$ cat src/rtl/skinny_output_unloader_if.sv
// rtl/skinny_output_unloader_if.sv - byte-stream handshake bundle between the ciphertext unloader and its sink
interface skinny_output_unloader_if #(
    parameter int BYTE_WIDTH = 8
);
    logic [BYTE_WIDTH-1:0] out_data;
    logic                  out_valid;
    logic                  out_ready;
    logic                  out_last;

    modport master (
        output out_data,
        output out_valid,
        output out_last,
        input  out_ready
    );

    modport slave (
        input  out_data,
        input  out_valid,
        input  out_last,
        output out_ready
    );
endinterface

$ cat src/rtl/skinny_output_unloader.sv
// rtl/skinny_output_unloader.sv - captures a Skinny-128-384 ciphertext on core_done rise and streams it MSB byte first
// Optional feature macro: SKINNY_UNLOAD_BACKPRESSURE_EN (defined = out_ready honoured, undefined = one byte per cycle)
module skinny_output_unloader #(
    parameter int BYTE_WIDTH = 8,
    parameter int NUM_BYTES  = 16
) (
    input  logic                            clock,
    input  logic                            reset,
    input  logic                            core_done,
    input  logic [BYTE_WIDTH*NUM_BYTES-1:0] core_ciphertext,
    skinny_output_unloader_if.master        out_if,
    output logic                            busy,
    output logic                            overrun,
    input  logic                            clear_overrun
);
    localparam int BLOCK_W = BYTE_WIDTH * NUM_BYTES;
    localparam int CW      = (NUM_BYTES > 1) ? $clog2(NUM_BYTES) : 1;
    localparam logic [CW-1:0] LAST_IDX = CW'(NUM_BYTES - 1);

    typedef enum logic {
        IDLE,
        SEND
    } state_t;

    state_t               state_q;
    logic                 done_q;
    logic [BLOCK_W-1:0]   sreg_q;
    logic [CW-1:0]        count_q;
    logic                 overrun_q;

    logic ready_eff;
    logic cap;
    logic send;
    logic accept;
    logic final_beat;

`ifdef SKINNY_UNLOAD_BACKPRESSURE_EN
    assign ready_eff = out_if.out_ready;
`else
    // Sink is assumed always ready; the port stays for pin compatibility.
    logic unused_out_ready;
    assign unused_out_ready = out_if.out_ready;
    assign ready_eff        = 1'b1;
`endif

    assign cap        = core_done & ~done_q;
    assign send       = (state_q == SEND);
    assign accept     = send & ready_eff;
    assign final_beat = accept & (count_q == LAST_IDX);

    always_ff @(posedge clock or negedge reset) begin
        if (!reset) begin
            state_q   <= IDLE;
            done_q    <= 1'b0;
            sreg_q    <= '0;
            count_q   <= '0;
            overrun_q <= 1'b0;
        end else begin
            done_q <= core_done;

            // A capture landing on the final handshake is a legal back-to-back block, not an overrun.
            if (cap && send && !final_beat) begin
                overrun_q <= 1'b1;
            end else if (clear_overrun) begin
                overrun_q <= 1'b0;
            end

            case (state_q)
                IDLE: begin
                    if (cap) begin
                        sreg_q  <= core_ciphertext;
                        count_q <= '0;
                        state_q <= SEND;
                    end
                end
                SEND: begin
                    if (accept) begin
                        if (count_q != LAST_IDX) begin
                            sreg_q  <= sreg_q << BYTE_WIDTH;
                            count_q <= count_q + 1'b1;
                        end else if (cap) begin
                            sreg_q  <= core_ciphertext;
                            count_q <= '0;
                        end else begin
                            state_q <= IDLE;
                        end
                    end
                end
                default: state_q <= IDLE;
            endcase
        end
    end

    assign out_if.out_data  = sreg_q[BLOCK_W-1 -: BYTE_WIDTH];
    assign out_if.out_valid = send;
    assign out_if.out_last  = send & (count_q == LAST_IDX);
    assign busy             = send;
    assign overrun          = overrun_q;
endmodule
$ cat src/flat_wrapper.sv
// flat-port wrapper written by rule: the top's interface ports become plain ports
module skinny_output_unloader_flat 
#(
    parameter int BYTE_WIDTH = 8,
    parameter int NUM_BYTES  = 16
)
  (clock, reset, core_done, core_ciphertext, busy, overrun, clear_overrun, out_if_out_data, out_if_out_valid, out_if_out_last, out_if_out_ready);
  skinny_output_unloader_if #(.BYTE_WIDTH(BYTE_WIDTH)) out_if_i ();
  input  logic clock;
  input  logic reset;
  input  logic core_done;
  input  logic [BYTE_WIDTH*NUM_BYTES-1:0] core_ciphertext;
  output logic busy;
  output logic overrun;
  input  logic clear_overrun;
  output wire logic [$bits(out_if_i.out_data)-1:0] out_if_out_data;
  output wire logic [$bits(out_if_i.out_valid)-1:0] out_if_out_valid;
  output wire logic [$bits(out_if_i.out_last)-1:0] out_if_out_last;
  input wire logic [$bits(out_if_i.out_ready)-1:0] out_if_out_ready;
  assign out_if_out_data = out_if_i.out_data;
  assign out_if_out_valid = out_if_i.out_valid;
  assign out_if_out_last = out_if_i.out_last;
  assign out_if_i.out_ready = out_if_out_ready;
  skinny_output_unloader #(.BYTE_WIDTH(BYTE_WIDTH), .NUM_BYTES(NUM_BYTES)) u_core (.clock(clock), .reset(reset), .core_done(core_done), .core_ciphertext(core_ciphertext), .out_if(out_if_i), .busy(busy), .overrun(overrun), .clear_overrun(clear_overrun));
endmodule
$ cat config.mk
export PLATFORM = sky130hd
export DESIGN_NAME = skinny_output_unloader_flat
export DESIGN_NICKNAME = d
export VERILOG_FILES = /design/src/rtl/skinny_output_unloader_if.sv /design/src/rtl/skinny_output_unloader.sv /design/src/flat_wrapper.sv
export SDC_FILE = /design/constraint.sdc
export NUM_CORES = 1
export LEC_CHECK = 0
export ABC_AREA = 0
export BUFFER_PORTS_ARGS = -buffer_cell sky130_fd_sc_hd__buf_2
export CORE_ASPECT_RATIO = 1.5
export CORE_MARGIN = 3
export CORE_UTILIZATION = 30
export CTS_CLUSTER_DIAMETER = 200
export DETAILED_ROUTE_END_ITERATION = 10
export MAX_ROUTING_LAYER = met4
export PLACE_DENSITY = 0.6
export SLEW_MARGIN = 0
export SYNTH_ARGS = -nofsm -noshare
export SYNTH_HDL_FRONTEND = slang
export SYNTH_SLANG_ARGS = --single-unit
$ cat constraint.sdc
create_clock -name clock -period 3.4 [get_ports clock]
set_input_delay 0.17 -clock clock [delete_from_list [all_inputs] [get_ports clock]]
set_output_delay 0.17 -clock clock [all_outputs]
set_load 0.01 [all_outputs]
# Word level (Yosys, flattened, before mapping)
# Index checks and enable logic that the tools add are counted.
[op_classes]
add_sub_neg = 1
n_eq_ne = 2
mux = 11
n_bitwise = 4
reduce_logical = 4
[ops]
columns = ["cell", "count"]
rows = [
  ["2-to-1 mux 128 bit", 2],
  ["case mux 128 bit (2 select lines)", 1],
  ["2-to-1 mux 4 bit", 2],
  ["case mux 4 bit (2 select lines)", 1],
  ["adder 4 x 1 -> 4 bit (second input constant)", 1],
  ["equality test 4 bit (second input constant)", 1],
  ["2-to-1 mux 1 bit", 4],
  ["!= test 4 bit (second input constant)", 1],
  ["AND 1 bit", 2],
  ["logical AND 1 bit", 2],
  ["NOT 1 bit", 2],
  ["case mux 1 bit (2 select lines)", 1],
  ["nonzero test 2 bit", 1],
  ["zero test 1 bit", 1],
]
[word_totals]
register_bits = 135
inputBits = 133
output_inout_bits = 12
word_cells = 27

# Longest topological paths before layout
[logic_depth]
word_depth = 5
mapped_depth = 7
depth_no_buf = 4

# Least setup slack after synthesis
# No wires, ideal clock.
[synth_timing]
path_type = "register to register"
from = "register u_core.count_q[0]"
to = "register u_core.sreg_q[126]"
setup_time_ns = 0.119
arrival_ns = 1.337
t_required_ns = 3.281
path_slack_ns = 1.945
path_stages_with_launch = 8
path_buffers = 4
period_less_slack_ns = 1.455
path_cell_list = "dfrtp_1 ha_1 clkbuf_2 a31oi_4 buf_6 buf_6 buf_6 o21ai_2"
[synth_via]
elab_chain_cells = 3
[synth_lines]
columns = ["element", "line", "source"]
rows = [
  ["start, declared", "skinny_output_unloader.sv:28", "logic [CW-1:0] count_q;"],
  ["start signal, assigned", "skinny_output_unloader.sv:80", "count_q <= count_q + 1'b1;"],
  ["!= test 4 bit", "skinny_output_unloader.sv:78", "if (count_q != LAST_IDX) begin"],
  ["2-to-1 mux 128 bit", "skinny_output_unloader.sv:78", ""],
  ["case mux 128 bit (2 select lines)", "skinny_output_unloader.sv:68", "case (state_q)"],
  ["end signal, assigned", "skinny_output_unloader.sv:71", "sreg_q <= core_ciphertext;"],
  ["end signal, assigned", "skinny_output_unloader.sv:79", "sreg_q <= sreg_q << BYTE_WIDTH;"],
  ["end signal, assigned", "skinny_output_unloader.sv:82", "sreg_q <= core_ciphertext;"],
  ["end, declared", "skinny_output_unloader.sv:27", "logic [BLOCK_W-1:0] sreg_q;"],
]
# Every way passes these cells.
# A chain may end at the register's enable or synchronous reset.

# Worst setup path in the final report
[layout_timing]
from = "register u_core.state_q, in the netlist u_core.busy"
to = "output port out_if_out_valid"
[layout_rtl]
columns = ["element", "line", "source"]
rows = [
  ["start, declared", "skinny_output_unloader.sv:25", "state_t state_q;"],
  ["start signal, assigned", "skinny_output_unloader.sv:53", "state_q <= IDLE;"],
  ["start signal, assigned", "skinny_output_unloader.sv:73", "state_q <= SEND;"],
  ["start signal, assigned", "skinny_output_unloader.sv:85", "state_q <= IDLE;"],
  ["end, declared", "flat_wrapper.sv:17", "output wire logic [$bits(out_if_i.out_valid)-1:0] out_if_out_valid;"],
]
# No word-level cell between the ends.

==> results.toml <==
[setup_path]
crit_cells = 2
crit_buf_inv = 2
cp_data_required_time_ns = 3.23
reg2reg_depth = 4
cp-end-kind = "primary output"
worst_setup_path_start_kind = "flop"
cpMaxStageDelayCell = "dfrtp_4"
cpPeakStageDelay_ns = 0.78
critPathTopFamily = "buffers and inverters"
crit_fanout = 57
cp_cell_sequence = "buf_4 > buf_2"
arrival_ns = 2.05
critical_path_class = "reg -> out"

[logic_synthesis]
synth_top_area_share_pct = 52.2
synth_fp_nets = 748
synth.area.top_cells = "dfrtp_1 52%, mux2i_1 19%, nand3_1 9.5%"
synth_async_sr_flop_share_pct = 100
synth-seq-cells = 135
synth_compound_area_share_pct = 10.9
avgSynthCellArea_um2 = 10.5
yosys.area_share.adder_pct = 0.193
synth-edff-count = 0
synth_top_family_by_area = "multiplexers"
synthSimpleGateAreaFrac_pct = 11.5
syn-cell-area_um2 = 6480
synth.area.mux_share_pct = 18.7
ys_warn_count = 0
ys.flop_type = "dfrtp_1"
yosys.area_share.xor_xnor_pct = 0.135
syn_inst = 614
yosysSeqAreaShare_pct = 52.2
yosysUniqueCellTypes = 26
synth_top_area_cell = "dfrtp_1"

[detailed_routing]
drtIter0Drc = 283
wl_um = 17100
highest_layer = "met4"
drt.antenna.violating_nets = 0
vias_per_cell = 4.95
dr_wl_met3_um = 653
vias = 5010
drc = 0
wirelength_met1_um = 7510
dr.pass1.iters = 4
avgRoutedWirePerCell_um = 16.9
dr_wl_met2_um = 8770

[sta]
setup_viol = 0
fin_skew_ns = 0.0126
slew-limit-headroom_pct = 53.4
hold_viol_final = 0
finalCriticalPeriod_ns = 2.22
setup_ws_ns = 1.18
period_share_pct = 65.4
rsz0062_at_grt = "no"
worst_pin_slew_ns = 0.698
clock.fmax_ghz = 0.450
final_max_slew_viol_count = 0
finalSetupTns_ns = 0

[worst_hold_path]
holdPathStages = 3
worstHoldPathType = "in -> reg"

[clock_network]
cts_resized = 0
cts_made_buffers = 17
cts_max_level = 4
clk-insertion-delay-late_ns = 0.42
clock_sinks = 135
cts_setup_buffers = 0
clock_path_buffers = 2
clk_pin_slew_worst_paths_ns = 0.06
cts_tree = "yes"
root_buffer = "clkbuf_16"

[die]
die_h_um = 186
start_util_pct = 30.6
core_area_um2 = 21100
dieArea_um2 = 23400
die_x_um = 126
ios = 145
rows = 65

[placement]
dpl.hpwl_um = 11000
gp_congestion = 0.790
placedCellCount = 968
dp_slack_ns = 1.33
portBuffers = 143

[cells_and_area]
layout_commonest_cell = "buf_2"
final_cells = 1013
layout.area.seq_um2 = 3380
multi_input_comb_area_um2 = 2690
fill_cells = 2171
most-common-layout-cells = "142 x buf_2, 134 x dfrtp_1, 123 x nand3_1, 121 x mux2i_1, 90 x o21ai_1"
syn2layout_area_growth_pct = 23.5
final_core_util_pct = 37.8
nets = 864
drive_above_1_share_pct = 25.3

[pwr]
p_comb_share_pct = 28.5
power_switching_mw = 2.15
p_int_mw = 4.03
leakagePower_nw = 3.62
power.density_nw_per_um2 = 773
clkPwrFrac_pct = 31.4
vdd_drop_max_uv = 355
seq_power_share_pct = 40.1
netSwitchingFraction_pct = 34.8

[job]
cap_violations = 0

[global_route]
grt_pass1_wl_um = 27200
grt_pass1_vias = 5052
grt_usage_pct = 15.1
gr-total-overflow = 0
antenna_found_initial = 1
grt_max_degree = 70

[outcome]
status = "finished, final reports clean"
## final timing paths
kind	start	end	slack [ns]
worst max-delay path	u_core.busy	out_if_out_valid	1.18
worst min-delay path	core_ciphertext[114]	u_core.sreg_q[114]	0.03
worst max register to register	u_core.busy	u_core.sreg_q[26]	1.35
worst min register to register	u_core.sreg_q[58]	u_core.sreg_q[66]	0.51
max in group asynchronous	reset	u_core.sreg_q[30]	2.20
min in group asynchronous	reset	u_core.sreg_q[113]	0.31
## final cells by class
type                    instances  area share (%)
multi-input cells             409            33.7
clock inverters                 9            1.86
diodes                          3          0.0939
inverters                       3           0.141
repair buffers                164            12.0
clock buffers                  22            5.80
flip-flops and latches        135            42.3
well taps                     268            4.19
## registers in the layout (all words and copies together), names as in the netlist
signal / cells
u_core.count_q: 4
u_core.sreg_q: 128
u_core.done_q: 1
u_core.busy: 1
u_core.overrun: 1
## per-layer routing
| metal | up-vias | global-route usage (%) |
|---|---|---|
| li1 | 2420 | - |
| met1 | 2462 | 19.6 |
| met2 | 116 | 23.9 |
| met3 | 12 | 2.90 |
| met4 | 0 | 5.37 |
| met5 | - | - |
## tightest hold or removal path, delay by kind of cell
| family | cells | cell delay, ns |
|---|---|---|
| mux | 1 | 0.06 |
| buf+inv | 1 | 0.08 |
| compound gates | 1 | 0.10 |
## power by group through the flow
stage	clock, mW	combinational (mW)	sequential, mW
after floorplan	0	1.48	2.32
after global placement	0	1.76	2.50
after detailed placement	0	1.79	2.51
after CTS	2.00	1.80	2.48
after global routing	2.06	2.02	2.55
final	1.94	1.76	2.48
## per-stage QoR
stage          power, mW  instance area [µm²]  hold slack (ns)
3_5_place_dp        4.29                 7270            0.233
3_3_place_gp        4.25                 7270            0.228
6_report            6.19                 8000           0.0303
5_1_grt             6.62                 7990           0.0207
4_1_cts             6.28                 7990           0.0101
2_1_floorplan       3.80                 6480           -0.126
## kinds of logic after synthesis
family | count (synthesis)
AOI/OAI and AO/OA | 135
xor gates and xnor gates | 1
adders and majority gates | 1
buffers and inverters | 70
DFF | 135
muxes | 121
and+or+nand+nor | 151
## cell usage after synthesis (2+ instances only)
cell	n
a21oi_1	9
buf_1	7
buf_2	16
buf_4	19
buf_6	7
clkbuf_1	11
clkbuf_2	7
dfrtp_1	135
inv_1	2
mux2i_1	121
nand2_1	22
nand2b_1	2
nand3_1	123
o211ai_1	2
o21ai_0	30
o21ai_1	90
o21ai_2	2
## repair_timing
action | in CTS | in global routing
endpoints found under the setup margin | 0 | 0
endpoints found under the hold margin | 78 | 0
hold buffers | 11 | 0
No activity file was read; power rests on OpenSTA's default activity.
